[config.mk]
export PLATFORM = sky130hd
export DESIGN_NAME = mux_scan_serializer
export DESIGN_NICKNAME = d
export VERILOG_FILES = /design/src/rtl/mux_scan_serializer.sv
export SDC_FILE = /design/constraint.sdc
export NUM_CORES = 1
export LEC_CHECK = 0
export BUFFER_PORTS_ARGS = -buffer_cell sky130_fd_sc_hd__buf_2
export CELL_PAD_IN_SITES_DETAIL_PLACEMENT = 1
export CELL_PAD_IN_SITES_GLOBAL_PLACEMENT = 2
export CORE_MARGIN = 1.5
export CORE_UTILIZATION = 23
export DETAILED_ROUTE_END_ITERATION = 8
export MAX_ROUTING_LAYER = met4
export PLACE_DENSITY = 0.81
export SLEW_MARGIN = 20
export SYNTH_ARGS = -nofsm -noshare
export SYNTH_HDL_FRONTEND = slang
export SYNTH_SLANG_ARGS = --single-unit
[constraint.sdc]
create_clock -name clk -period 1.54 [get_ports clk]
set_clock_uncertainty 0.2 [all_clocks]
set_input_delay 0.308 -clock clk [delete_from_list [all_inputs] [get_ports clk]]
set_output_delay 0.308 -clock clk [all_outputs]
set_load 0.05 [all_outputs]
[src/rtl/mux_scan_serializer.sv]
// mux_scan_serializer
// Holds a 16-bit word on the data inputs of an external 16:1 mux and walks
// the mux select through all 16 positions. The bit that comes back on
// mux_out is registered and presented as a serial stream.
//
// Ports
//   clk        : sole clock, rising edge
//   reset      : synchronous active-high reset, highest priority
//   load       : start a scan of data_in (honoured only in IDLE)
//   data_in    : parallel word to serialize
//   stop       : abort a scan in progress (beats load in IDLE)
//   mux_out    : selected bit returned by the external mux
//   in16       : held word driven to the mux data inputs
//   sel4       : registered mux select index
//   ser_out    : registered serial bit
//   ser_valid  : one-cycle strobe, ser_out carries a new bit
//   busy       : high while scanning
//   done       : one-cycle strobe, scan finished normally
module mux_scan_serializer #(
   parameter int BIT_TICKS = 1,
   parameter bit LSB_FIRST = 1'b1
) (
   input  logic        clk,
   input  logic        reset,
   input  logic        load,
   input  logic [15:0] data_in,
   input  logic        stop,
   input  logic        mux_out,
   output logic [15:0] in16,
   output logic [3:0]  sel4,
   output logic        ser_out,
   output logic        ser_valid,
   output logic        busy,
   output logic        done
);

   localparam int            TW        = (BIT_TICKS > 1) ? $clog2(BIT_TICKS) : 1;
   localparam logic [TW-1:0] TICK_LAST = TW'(BIT_TICKS - 1);
   localparam logic [3:0]    SEL_FIRST = LSB_FIRST ? 4'd0 : 4'd15;
   // The 16th sample is taken while sel4 sits on the final index.
   localparam logic [3:0]    SEL_LAST  = LSB_FIRST ? 4'd15 : 4'd0;

   typedef enum logic [1:0] {
      IDLE  = 2'd0,
      SHIFT = 2'd1,
      DONE  = 2'd2
   } state_t;

   state_t        state_q, state_d;
   logic [15:0]   in16_q, in16_d;
   logic [3:0]    sel4_q, sel4_d;
   logic [TW-1:0] tick_q, tick_d;
   logic          ser_out_q, ser_out_d;
   logic          ser_valid_q, ser_valid_d;

   // Next-state and datapath decode.
   always_comb begin
      state_d     = state_q;
      in16_d      = in16_q;
      sel4_d      = sel4_q;
      tick_d      = tick_q;
      ser_out_d   = ser_out_q;
      ser_valid_d = 1'b0;
      case (state_q)
         IDLE: begin
            if (load && !stop) begin
               in16_d  = data_in;
               sel4_d  = SEL_FIRST;
               tick_d  = {TW{1'b0}};
               state_d = SHIFT;
            end else begin
               state_d = IDLE;
            end
         end
         SHIFT: begin
            // Abort wins over a sample falling on the same edge; all
            // datapath registers keep their values.
            if (stop) begin
               state_d = IDLE;
            end else if (tick_q == TICK_LAST) begin
               tick_d      = {TW{1'b0}};
               ser_out_d   = mux_out;
               ser_valid_d = 1'b1;
               if (sel4_q == SEL_LAST) begin
                  state_d = DONE;
               end else if (LSB_FIRST) begin
                  sel4_d = sel4_q + 4'd1;
               end else begin
                  sel4_d = sel4_q - 4'd1;
               end
            end else begin
               tick_d = tick_q + {{(TW-1){1'b0}}, 1'b1};
            end
         end
         DONE: begin
            state_d = IDLE;
         end
         default: begin
            state_d = IDLE;
         end
      endcase
   end

   // State and datapath registers with synchronous reset.
   always_ff @(posedge clk) begin
      if (reset) begin
         state_q     <= IDLE;
         in16_q      <= 16'h0000;
         sel4_q      <= 4'd0;
         tick_q      <= {TW{1'b0}};
         ser_out_q   <= 1'b0;
         ser_valid_q <= 1'b0;
      end else begin
         state_q     <= state_d;
         in16_q      <= in16_d;
         sel4_q      <= sel4_d;
         tick_q      <= tick_d;
         ser_out_q   <= ser_out_d;
         ser_valid_q <= ser_valid_d;
      end
   end

   assign in16      = in16_q;
   assign sel4      = sel4_q;
   assign ser_out   = ser_out_q;
   assign ser_valid = ser_valid_q;
   assign busy      = (state_q == SHIFT);
   assign done      = (state_q == DONE);

endmodule
# Word level (Yosys, flattened, before mapping)
# Index checks and enable logic that the tools add are counted.
# totals
register_bits	25
word_cells	45
# op_classes
n_addsub	2
n_eq_ne	9
muxes	15
n_bitwise	3
n_reduce_logical	10
# ops
operator	count
$mux W4	4
$ne A2 B2 Y1 const B	4
$pmux W4 S2	1
$mux W2	3
$reduce_and A3 Y1	2
$mux W1	5
$reduce_and A5 Y1	1
$add A4 B1 Y4 const B	1
$eq A4 B4 Y1 const B	1
$pmux W2 S2	1
$reduce_and A2 Y1	2
$ne A3 B2 Y1 const B	1
$ne A3 B3 Y1 const B	1
$not A1 Y1	3
$reduce_or A3 Y1	1
$eq A2 B1 Y1 const B	1
$eq A2 B2 Y1 const B	1
$logic_not A2 Y1	1
$pmux W1 S2	1
$reduce_bool A2 Y1	1
$add A1 B1 Y1 const B	1
$logic_and A1 B1 Y1	1
$logic_not A1 Y1	1

# Longest topological paths before layout
# depth
depth_word	5
depth_mapped	5
mapped_depth_nobuf	4

# Worst setup path after synthesis
# No wires, ideal clock.
# synth_path
kind	register -> register
startpoint	register sel4_q[2], in the netlist sel4[2]
endpoint	register sel4_q[3], in the netlist sel4[3]
setup_ps	73
t_arrival_ps	1526
t_required_ps	1267
path_slack_ps	-260
path_stages_with_launch	5
n_path_buf	1
cell_sequence	dfxtp_1 clkbuf_1 nand4b_1 or4_1 o211ai_2
# synth_via
elab_chain_len	5
elab_cells_between_ends	8
# synth_lines
element	line_no	text
from (decl)	51	logic [3:0] sel4_q, sel4_d;
from (signal assigned)	116	sel4_q <= sel4_d;
$add A4 B1 Y4	87	sel4_d = sel4_q + 4'd1;
$mux W4	84	if (sel4_q == SEL_LAST) begin
$mux W4	80	end else if (tick_q == TICK_LAST) begin
$mux W4	78	if (stop) begin
$pmux W4 S2	64	case (state_q)
# Parallel ways exist; a longest one is shown, timed or not. The select of a mux whose other input is x is not followed.
# A chain may end at the register's enable or synchronous reset.

# Final worst setup path
# layout_path
startpoint	register state_q[0]
endpoint	output port done
# layout_via
elab_chain_len	1
# layout_lines
element	line_no	text
from (decl)	49	state_t state_q, state_d;
from (signal assigned)	114	state_q <= state_d;
$eq A2 B2 Y1	128	assign done = (state_q == DONE);
to (decl)	34	output logic done
# Every way passes these cells.

==> impl_metrics.env <==
export IMPL_min_path_type="input pin to flop"
export IMPL_ctsHoldBuffers=0
export IMPL_coreArea_um2=4354
export IMPL_relSlewSlack_pct=81.92
export IMPL_die_height_um=70.44
export IMPL_clock_sinks=24
export IMPL_synthesis_area_um2=1046
export IMPL_grt_pass1_vias=993
export IMPL_r2r_start="state_q[1]$_SDFFE_PP0P_"
export IMPL_whs_ns=0.08278
export IMPL_crit_path_max_fanout=3
export IMPL_portBuffers=44
export IMPL_max_freq_mhz=636.0
export IMPL_drive_gt1_share_pct=46.06
export IMPL_num_rows=24
export IMPL_wire_per_inst_um=13.44
export IMPL_rsz0062_at_grt="true"
export IMPL_ys_warn_count=0
export IMPL_synth_flop_cell="dfxtp_1"
export IMPL_cts_tree="built"
export IMPL_viasPerCell=4.599
export IMPL_dpl_instance_area_um2=1349
export IMPL_grt_overflow=0
export IMPL_r2r_cells=3
export IMPL_hold_viol_final=0
export IMPL_fin_crit_sh_pct=102.1
export IMPL_critical_path_class="flop to output pin"
export IMPL_finalSetupViolCount=1
export IMPL_yosysSeqAreaShare_pct=45.93
export IMPL_gp_congestion=0.7483
export IMPL_p_per_area_nw_per_um2=868.3
export IMPL_end_kind="output pin"
export IMPL_critPathArrivalTime_ns=1.06
export IMPL_cts_max_level=1
export IMPL_synthTopCellsByArea="dfxtp_1 (46%), nand2_1 (11%), a21oi_1 (9.1%), buf_6 (5.4%), o211ai_2 (2.4%)"
export IMPL_area_growth_pct=37.92
export IMPL_rr_endpoint="sel4[2]$_SDFFE_PP0P_"
export IMPL_min_to="in16[6]$_SDFFE_PP0P_"
export IMPL_hold_start="data_in[6]"
export IMPL_antenna_found_initial=0
export IMPL_min_period_ns=1.572
export IMPL_die_area_um2=4961
export IMPL_grt_total_usage_pct=11.83
export IMPL_r2r_slack_ns=0
export IMPL_antenna_left=0
export IMPL_p_leak_nw=0.6421
export IMPL_drc=0
export IMPL_cp_required_ns=1.03
export IMPL_yosys_top_cells_count="nand2_1 (32), dfxtp_1 (24), a21oi_1 (19), buf_6 (5), clkbuf_1 (4)"
export IMPL_drt_wl_total_um=2917
export IMPL_start_util_pct=24.02
export IMPL_cts_buffers=3
export IMPL_startpoint="state_q[0]$_SDFFE_PP0P_"
export IMPL_place_hpwl_um=2221
export IMPL_ys_ff_latch=24
export IMPL_min_path_cells=3
export IMPL_final_net_count=188
export IMPL_clk_latency_ns=0.26
export IMPL_run_status="complete, but fails checks"
export IMPL_yosys_cell_types_count=30
export IMPL_tightestPinTransition_ns=0.2711
export IMPL_drt_iter0_drc=38
export IMPL_post_place_ws_ns=-0.05716
export IMPL_clock_path_buffers=2
export IMPL_async_reset_ff_share_pct=0
export IMPL_cap_violations=0
export IMPL_yosysMostFrequentCell="nand2_1"
export IMPL_syn_inst=115
export IMPL_drv_slew=0
export IMPL_drtPass1Iterations=4
export IMPL_synth_top_area_cell="dfxtp_1"
export IMPL_grt_start_max_net_pins=27
export IMPL_postSynthAreaPerCell_um2=9.096
export IMPL_finalWorstSetupSlack_ns=-0.03237
export IMPL_die_w_um=70.44
export IMPL_ir_worst_vdd_v=0.0003515
export IMPL_startpoint_type="flop"
export IMPL_synth_edff_count=0
export IMPL_vias=998
export IMPL_clkTransAtPathRegs_ns=0.09
export IMPL_stdcell_area_um2=1443
export IMPL_grt_pass1_wl_um=4643
export IMPL_num_antenna_cells=0
export IMPL_cts_root_buf="clkbuf_8"
export IMPL_pin_count=45
export IMPL_syn_nets=137
export IMPL_final_util_pct=33.13
export IMPL_failed_checks="setup timing"
export IMPL_synth_top_area_share_pct=45.93
placed cells by master (no fill, tap or decap), types with 2 or more instances in the layout:
| master | netlist | routed |
|---|---|---|
| nor3_1 | 2 | 2 |
| a21oi_1 | 19 | 19 |
| o211ai_2 | 2 | 2 |
| dfxtp_1 | 24 | 18 |
| nand3b_2 | 2 | 2 |
| nand2_1 | 32 | 32 |
| buf_2 | 0 | 40 |
| dfxtp_4 | 0 | 4 |
| clkbuf_8 | 0 | 3 |
| dfxtp_2 | 0 | 2 |
| o22ai_1 | 2 | 2 |
| nand4b_1 | 2 | 2 |
| buf_6 | 5 | 2 |
| buf_4 | 0 | 11 |
stage by stage:
stage                     total power [mW]  cells  setup TNS (ns)
after floorplan                     0.8174    115               0
after global placement              0.8802    212         -0.4665
after detailed placement            0.8858    212         -0.7557
after CTS                            1.261    216        -0.06436
after global routing                 1.303    217         -0.5516
final                                1.253    217        -0.03237
how the worst max path moves through the flow:
stage	end	slack (ns)	cells past startpoint
floorplan	sel4[1]$_SDFFE_PP0P_	0.03	4
global placement	sel4[2]$_SDFFE_PP0P_	-0.04	4
detailed placement	sel4[2]$_SDFFE_PP0P_	-0.06	4
CTS	done	-0.04	3
global route	done	-0.08	3
finish	done	-0.03	3
cells by family (layout without fill, tap and decap cells):
| family | after synthesis | after routing | share of synthesized area [%] |
|---|---|---|---|
| XOR/XNOR | 1 | 1 | 0.8375 |
| multiplexers | 1 | 1 | 0.9570 |
| adder cells (fa/ha/maj) | 1 | 1 | 1.196 |
| AND/OR/NAND/NOR | 51 | 51 | 28.11 |
| buffers and inverters | 10 | 60 | 7.176 |
| AO/OA/AOI/OAI | 27 | 27 | 15.79 |
| flip-flops | 24 | 24 | 45.93 |
state kept, by name (all words and copies together) (netlist names):
signal and flops:
sel4 4, state_q 2, ser_out 1, ser_valid 1, in16 16
layout make-up:
type / count / area [µm²]
clock buffer: 4 / 45.04
fill: 529 / 2912
inverter: 1 / 6.256
tap: 52 / 65.06
multi-input combinational: 81 / 500.5
timing repair buffer: 55 / 327.8
sequential: 24 / 498.0
where the power goes:
group          leakage, nW  internal [mW]  switching [mW]  total (mW)
registers            0.200          0.635          0.0109       0.646
logic                0.420         0.0775           0.150       0.228
clock network       0.0228          0.184           0.194       0.379
total                0.642          0.897           0.355        1.25
routing by layer:
layer  GRT usage [%]  share of wire (%)  up-vias
met4           2.564               0.45        0
li1                -                  -      494
met1           13.25                 44      473
met3           3.030                6.7        2
met5               -                  0        -
met2           21.07                 49       29
repair_timing:
item | in CTS | in global routing
buffers inserted | 0 | 1
gates cloned | 0 | 0
pin swaps | 1 | 4
resized for setup | 11 | 4
setup endpoints to repair | 23 | 23
worst max-delay path, stage by stage (launching register included):
cell and delay [ns]:
dfxtp_2 0.33, buf_6 0.12, and2b_1 0.19, buf_6 0.15
Note: power is estimated with default switching activity, not from simulation.
